===== config.mk =====
export PLATFORM = sky130hd
export DESIGN_NAME = object_sprite_flat
export DESIGN_NICKNAME = d
export VERILOG_FILES = /design/src/rtl/object_sprite_if.sv /design/src/rtl/object_sprite.sv /design/src/flat_wrapper.sv
export SDC_FILE = /design/constraint.sdc
export NUM_CORES = 1
export LEC_CHECK = 0
export CAP_MARGIN = 10
export CORE_MARGIN = 2
export CORE_UTILIZATION = 49
export DETAILED_ROUTE_END_ITERATION = 8
export GPL_TIMING_DRIVEN = 1
export MAX_ROUTING_LAYER = met4
export PLACE_DENSITY_LB_ADDON = 0.1
export SYNTH_ARGS = -nofsm -noshare
export SYNTH_HDL_FRONTEND = slang
export SYNTH_SLANG_ARGS = --single-unit

===== constraint.sdc =====
create_clock -name clk -period 8.2 [get_ports clk]
set_input_delay 1.64 -clock clk [delete_from_list [all_inputs] [get_ports clk]]
set_output_delay 1.64 -clock clk [all_outputs]
set_load 0.005 [all_outputs]

===== src/rtl/object_sprite_if.sv =====
// Sprite ROM port: row address out, synchronous row data back one clock later.
interface object_sprite_if #(
  parameter int ADDR_W   = 9,
  parameter int SPRITE_W = 200
) ();
  logic [ADDR_W-1:0]   rom_addr;
  logic [SPRITE_W-1:0] rom_data;

  modport master (output rom_addr, input rom_data);
  modport slave  (input rom_addr, output rom_data);
endinterface


===== src/rtl/object_sprite.sv =====
// Bouncing, animated bitmap sprite with a 3-clock pixel pipeline.
// Define OBJECT_SPRITE_MIRROR_EN to flip the bitmap horizontally while moving left.
module object_sprite #(
  parameter int SPRITE_W     = 200,
  parameter int SPRITE_H     = 150,
  parameter int X_INIT       = 430,
  parameter int Y_INIT       = 325,
  parameter int H_VISIBLE    = 640,
  parameter int V_VISIBLE    = 480,
  parameter int STEP         = 1,
  parameter int FRAMES       = 2,
  parameter int FRAME_PERIOD = 30,
  parameter int ADDR_W       = 9
) (
  input  logic             clk,
  input  logic             reset_n,
  input  logic [9:0]       HCount,
  input  logic [9:0]       VCount,
  input  logic             frame_tick,
  input  logic             enable,
  object_sprite_if.master  rom,
  output logic             pixel_on,
  output logic [9:0]       x_pos,
  output logic [9:0]       y_pos
);
  localparam int TW = (FRAME_PERIOD > 1) ? $clog2(FRAME_PERIOD) : 1;
  localparam int AW = (FRAMES > 1) ? $clog2(FRAMES) : 1;
  localparam int CW = (SPRITE_W > 1) ? $clog2(SPRITE_W) : 1;
  localparam logic [10:0] XMAX   = 11'(H_VISIBLE - SPRITE_W);
  localparam logic [10:0] YMAX   = 11'(V_VISIBLE - SPRITE_H);
  localparam logic [10:0] STEP11 = 11'(STEP);

  logic [9:0]        x_q, x_d, y_q, y_d;
  logic              dx_q, dx_d, dy_q, dy_d;
  logic [TW-1:0]     tick_q, tick_d;
  logic [AW-1:0]     anim_q, anim_d;
  logic [ADDR_W-1:0] rom_addr_q, rom_addr_d;
  logic [2:1]        hit_pipe_q;
  logic [CW-1:0]     col_d1_q, col_d2_q, col_sel;
  logic              pixel_q, pixel_d;
  logic              hit, upd;
  logic [9:0]        row, col;

  // Returns {dir, pos}: advance one step, clamping to [0, lim] and bouncing there.
  function automatic logic [10:0] axis_step(input logic [9:0] p, input logic d,
                                            input logic [10:0] lim);
    logic [10:0] p11;
    p11 = {1'b0, p};
    if (!d) begin
      if (p11 + STEP11 >= lim) axis_step = {1'b1, lim[9:0]};
      else                     axis_step = {1'b0, p + STEP11[9:0]};
    end else begin
      if (p11 <= STEP11) axis_step = {1'b0, 10'd0};
      else               axis_step = {1'b1, p - STEP11[9:0]};
    end
  endfunction

  assign upd = frame_tick & enable;
  assign hit = ({1'b0, HCount} >= {1'b0, x_q}) && ({1'b0, HCount} < {1'b0, x_q} + 11'(SPRITE_W)) &&
               ({1'b0, VCount} >= {1'b0, y_q}) && ({1'b0, VCount} < {1'b0, y_q} + 11'(SPRITE_H));
  assign row = VCount - y_q;
  assign col = HCount - x_q;

  always_comb begin
    {dx_d, x_d} = {dx_q, x_q};
    {dy_d, y_d} = {dy_q, y_q};
    tick_d      = tick_q;
    anim_d      = anim_q;
    if (upd) begin
      {dx_d, x_d} = axis_step(x_q, dx_q, XMAX);
      {dy_d, y_d} = axis_step(y_q, dy_q, YMAX);
      if (tick_q == TW'(FRAME_PERIOD - 1)) begin
        tick_d = '0;
        anim_d = (anim_q == AW'(FRAMES - 1)) ? '0 : anim_q + 1'b1;
      end else begin
        tick_d = tick_q + 1'b1;
      end
    end
  end

  always_comb begin
    rom_addr_d = rom_addr_q;
    if (hit) rom_addr_d = ADDR_W'(32'(anim_q) * 32'(SPRITE_H) + 32'(row));
`ifdef OBJECT_SPRITE_MIRROR_EN
    col_sel = dx_q ? CW'(SPRITE_W - 1) - col_d2_q : col_d2_q;
`else
    col_sel = col_d2_q;
`endif
    pixel_d = hit_pipe_q[2] & rom.rom_data[col_sel];
  end

  always_ff @(posedge clk or negedge reset_n) begin
    if (!reset_n) begin
      x_q        <= 10'(X_INIT);
      y_q        <= 10'(Y_INIT);
      dx_q       <= 1'b0;
      dy_q       <= 1'b0;
      tick_q     <= '0;
      anim_q     <= '0;
      rom_addr_q <= '0;
      hit_pipe_q <= '0;
      col_d1_q   <= '0;
      col_d2_q   <= '0;
      pixel_q    <= 1'b0;
    end else begin
      x_q        <= x_d;
      y_q        <= y_d;
      dx_q       <= dx_d;
      dy_q       <= dy_d;
      tick_q     <= tick_d;
      anim_q     <= anim_d;
      rom_addr_q <= rom_addr_d;
      // Stage 2 lines up with rom_data, which the ROM registers from rom_addr_q.
      hit_pipe_q <= {hit_pipe_q[1], hit};
      col_d1_q   <= col[CW-1:0];
      col_d2_q   <= col_d1_q;
      pixel_q    <= pixel_d;
    end
  end

  assign rom.rom_addr = rom_addr_q;
  assign pixel_on     = pixel_q;
  assign x_pos        = x_q;
  assign y_pos        = y_q;
endmodule


===== src/flat_wrapper.sv =====
// flat-port wrapper written by rule: the top's interface ports become plain ports
module object_sprite_flat 
#(
  parameter int SPRITE_W     = 200,
  parameter int SPRITE_H     = 150,
  parameter int X_INIT       = 430,
  parameter int Y_INIT       = 325,
  parameter int H_VISIBLE    = 640,
  parameter int V_VISIBLE    = 480,
  parameter int STEP         = 1,
  parameter int FRAMES       = 2,
  parameter int FRAME_PERIOD = 30,
  parameter int ADDR_W       = 9
)
  (clk, reset_n, HCount, VCount, frame_tick, enable, pixel_on, x_pos, y_pos, rom_rom_addr, rom_rom_data);
  object_sprite_if #(.ADDR_W(ADDR_W), .SPRITE_W(SPRITE_W)) rom_i ();
  input  logic clk;
  input  logic reset_n;
  input  logic [9:0] HCount;
  input  logic [9:0] VCount;
  input  logic frame_tick;
  input  logic enable;
  output logic pixel_on;
  output logic [9:0] x_pos;
  output logic [9:0] y_pos;
  output wire logic [$bits(rom_i.rom_addr)-1:0] rom_rom_addr;
  input wire logic [$bits(rom_i.rom_data)-1:0] rom_rom_data;
  assign rom_rom_addr = rom_i.rom_addr;
  assign rom_i.rom_data = rom_rom_data;
  object_sprite #(.SPRITE_W(SPRITE_W), .SPRITE_H(SPRITE_H), .X_INIT(X_INIT), .Y_INIT(Y_INIT), .H_VISIBLE(H_VISIBLE), .V_VISIBLE(V_VISIBLE), .STEP(STEP), .FRAMES(FRAMES), .FRAME_PERIOD(FRAME_PERIOD), .ADDR_W(ADDR_W)) u_core (.clk(clk), .reset_n(reset_n), .HCount(HCount), .VCount(VCount), .frame_tick(frame_tick), .enable(enable), .rom(rom_i), .pixel_on(pixel_on), .x_pos(x_pos), .y_pos(y_pos));
endmodule

==> results.cfg <==
[run_status]
outcome = finished clean

[sta]
finalSetupTns_ns = 0
slew-limit-headroom_pct = 21.5
clock_skew_ns = 0.0101
maxSlewViolCount = 0
finalSetupViolations = 0
final.min_clock_period_ns = 4.38
period_share_pct = 53.4
hold_viol_final = 0
maxClockFrequency_mhz = 228
tightest_slew_ns = 1.17
rsz0062_at_grt = no

[cells_and_area]
layout-drive-gt1-share_pct = 8.84
n_antenna_cell = 0
final_cell_area_mm2 = 0.00914
fin_nets = 1190
area_growth_pct = 41.2

[floorplan]
die_w_um = 119
num_io_pins = 254
core-area_mm2 = 0.0128
die_h_um = 119
dieArea_mm2 = 0.0141
start_util_pct = 50.7
rows = 41

[yosys]
synth-warning-count = 0
ys_ff_latch = 56
netlist_instances = 683
synth_edf_count = 0
synth-xor-area-share_pct = 4.06
synth-simple-area-share_pct = 14.7
ys_types = 80
ys.flop_type = dfrtp_1
syn_avg_cell_area_um2 = 9.47
synth_top_family_by_area = multiplexers
synth_compound_area_share_pct = 19.2
synth_seq_area_share_pct = 21.9
async_flop_share_pct = 100
synth_nets = 969
synth_mux_area_share_pct = 21.1
synthAdderAreaFrac_pct = 12.7
syn_area_mm2 = 0.00647

[placed_design]
io_buffers = 253
postPlaceCellArea_mm2 = 0.00899
detailed_place_hpwl_um = 17200
place_congestion = 0.984

[detailed_routing]
drtIter0Drc = 409
wl_per_cell_um = 20.3
firstDrtPassIters = 5
vias = 6605
drc = 0
ant_nets = 0
wl_um = 21900
via_per_inst = 6.13

[clocking]
hold_buffers = 0
cts.repair.resized = 0
htreeDepth = 2
cts_tree = done
clkTransAtPathRegs_ns = 0.07
cts_inserted_buffers = 5
post-cts-setup-buffers = 0
cts_sinks = 56
clock_latency_ns = 0.31
cts_root_buf = clkbuf_16
clockBufferDepth = 2

[critical_path]
critPathLaunchType = input pin
cp-end-kind = register
crit_path_max_fanout = 3
critical_path.slowest_cell = fa_1
critical_path_class = input pin to register
arrival_ns = 4.57
critical_path_required_ns = 8.39
crit_chain = clkdlybuf4s50_1 > inv_1 > fa_1 > inv_1 > ha_1 > a21o_1 > a21oi_1 > o21ai_0 > o41ai_1 > xnor2_1 > mux2_2
max_stage_delay_ns = 0.59
crit_top_cell = inv_1

[global_route]
grt_remaining_overflow = 0
grt_pass1_wl_um = 34800
grt_start_max_net_pins = 57
grt_use_total_pct = 31.5
antenna_found_initial = 0
first_global_vias = 6611

[power_and_ir_drop]
ir_drop_mv = 0.190
p_leak_nw = 3.71
power_density_mw_per_mm2 = 299

[job]
maxCapViolCount = 0

[min_path]
min_path_type = register to register
## power breakdown
| part | total [mW] | internal, mW | switching, mW |
|---|---|---|---|
| Sequential | 0.665 | 0.418 | 0.248 |
| Combinational | 1.84 | 0.950 | 0.893 |
| Clock | 0.227 | 0.115 | 0.112 |
## stage by stage
stage,util [%],hold slack (ns),cells,worst slack (ns),power (mW)
after floorplan,-,0.331,683,4.36,1.94
after global placement,70.4,0.334,1069,3.68,2.43
after global routing,71.5,0.357,1077,3.59,2.95
after CTS,71.5,0.351,1077,3.87,2.72
after detailed placement,70.4,0.335,1069,3.58,2.48
final,71.5,0.350,1077,3.82,2.73
## worst max-delay path, delay by kind of cell
family	cells	cell delay, ns
xor gates and xnor gates	1	0.14
buffers and inverters	3	0.66
muxes	1	0.27
AOI/OAI and AO/OA	4	0.97
adders and majority gates	2	0.89
## path summary, 6_finish.rpt
check	startpoint	endpoint	slack, ns	cells after the start
worst max-delay path	VCount[2]	u_core.rom.rom_addr[8]	3.82	11
worst min register to register	u_core.col_d1_q[4]	u_core.col_d2_q[4]	0.35	0
worst max register to register	u_core.y_pos[2]	u_core.rom.rom_addr[6]	4.53	14
min in group asynchronous	reset_n	u_core.rom.rom_addr[1]	1.46	2
max in group asynchronous	reset_n	u_core.col_d2_q[1]	6.18	2
worst min-delay path	u_core.col_d1_q[4]	u_core.col_d2_q[4]	0.35	0
## flip-flops by register name (all words and copies together) (netlist names)
name                 count
u_core.dx_q              1
u_core.col_d1_q          8
u_core.anim_q            1
u_core.pixel_on          1
u_core.dy_q              1
u_core.tick_q            5
u_core.x_pos            10
u_core.hit_pipe_q        2
u_core.rom.rom_addr      9
u_core.col_d2_q          8
u_core.y_pos            10
## synthesized netlist by cell type (6+ instances only)
cell type,number,share of area [%]
o21ai_0,41,3.2
nand3_1,13,1.0
nand4_1,9,0.87
mux2_2,7,1.2
a211oi_1,7,0.81
and3_1,6,0.58
nor3_1,18,1.4
ha_1,56,11
xnor2_1,25,3.4
mux4_1,10,4.1
clkbuf_1,19,1.1
dfrtp_1,46,18
dfstp_2,10,4.1
inv_1,45,2.6
a21o_1,8,0.93
buf_2,11,0.85
a22oi_1,15,1.7
nand2_1,50,2.9
nor2b_1,7,0.68
mux4_2,37,13
a31oi_1,10,0.97
mux2i_1,19,2.9
a21oi_1,53,4.1
fa_1,6,1.9
nor2_1,43,2.5
## cell families (layout without fill, tap and decap cells)
| logic type | after synthesis | count (layout) |
|---|---|---|
| AO/OA/AOI/OAI | 190 | 190 |
| AND/OR/NAND/NOR | 185 | 185 |
| buffers and inverters | 87 | 309 |
| multiplexers | 73 | 73 |
| adder cells (fa/ha/maj) | 62 | 62 |
| flip-flops | 56 | 56 |
| XOR/XNOR | 30 | 30 |
## layout by cell type, fill, tap and decap left out, types with 4 or more instances in the layout
cell             Yosys  routed
a211o_1              4       4
a211oi_1             7       7
a21o_1               8       8
a21oi_1             53      53
a22oi_1             15      15
a31oi_1             10      10
and3_1               6       6
clkbuf_16            0       5
clkdlybuf4s50_1      0     252
dfrtp_1             46      44
dfstp_2             10      10
fa_1                 6       6
ha_1                56      56
inv_1               45      45
mux2_2               7       7
mux2i_1             19      19
mux4_1              10      10
mux4_2              37      37
nand2_1             50      50
nand2b_1             5       5
nand3_1             13      13
nand4_1              9       9
nand4b_1             4       4
nor2_1              43      43
nor2b_1              7       7
nor3_1              18      18
nor4_1               5       5
o21ai_0             41      41
o21ai_1              5       5
o22ai_1              4       4
o31ai_1              4       4
or3_1                4       4
xnor2_1             25      25
xor2_1               5       5
## layout make-up
cell class	instances	area [um2]
clock buffers	5	125
clock inverters	3	22.5
fillers	982	3640
inverters	45	169
multi-input cells	540	4640
flip-flops and latches	56	1420
well taps	172	215
repair buffers	256	2550
## metal layers
metal	vias up	share of wire (%)	global-route usage [%]
li1	3042	-	-
met5	-	0	-
met2	280	51	53.8
met3	45	6.1	5.32
met1	3238	41	38.6
met4	0	2.7	8.56
(Power assumes the default switching activity.)
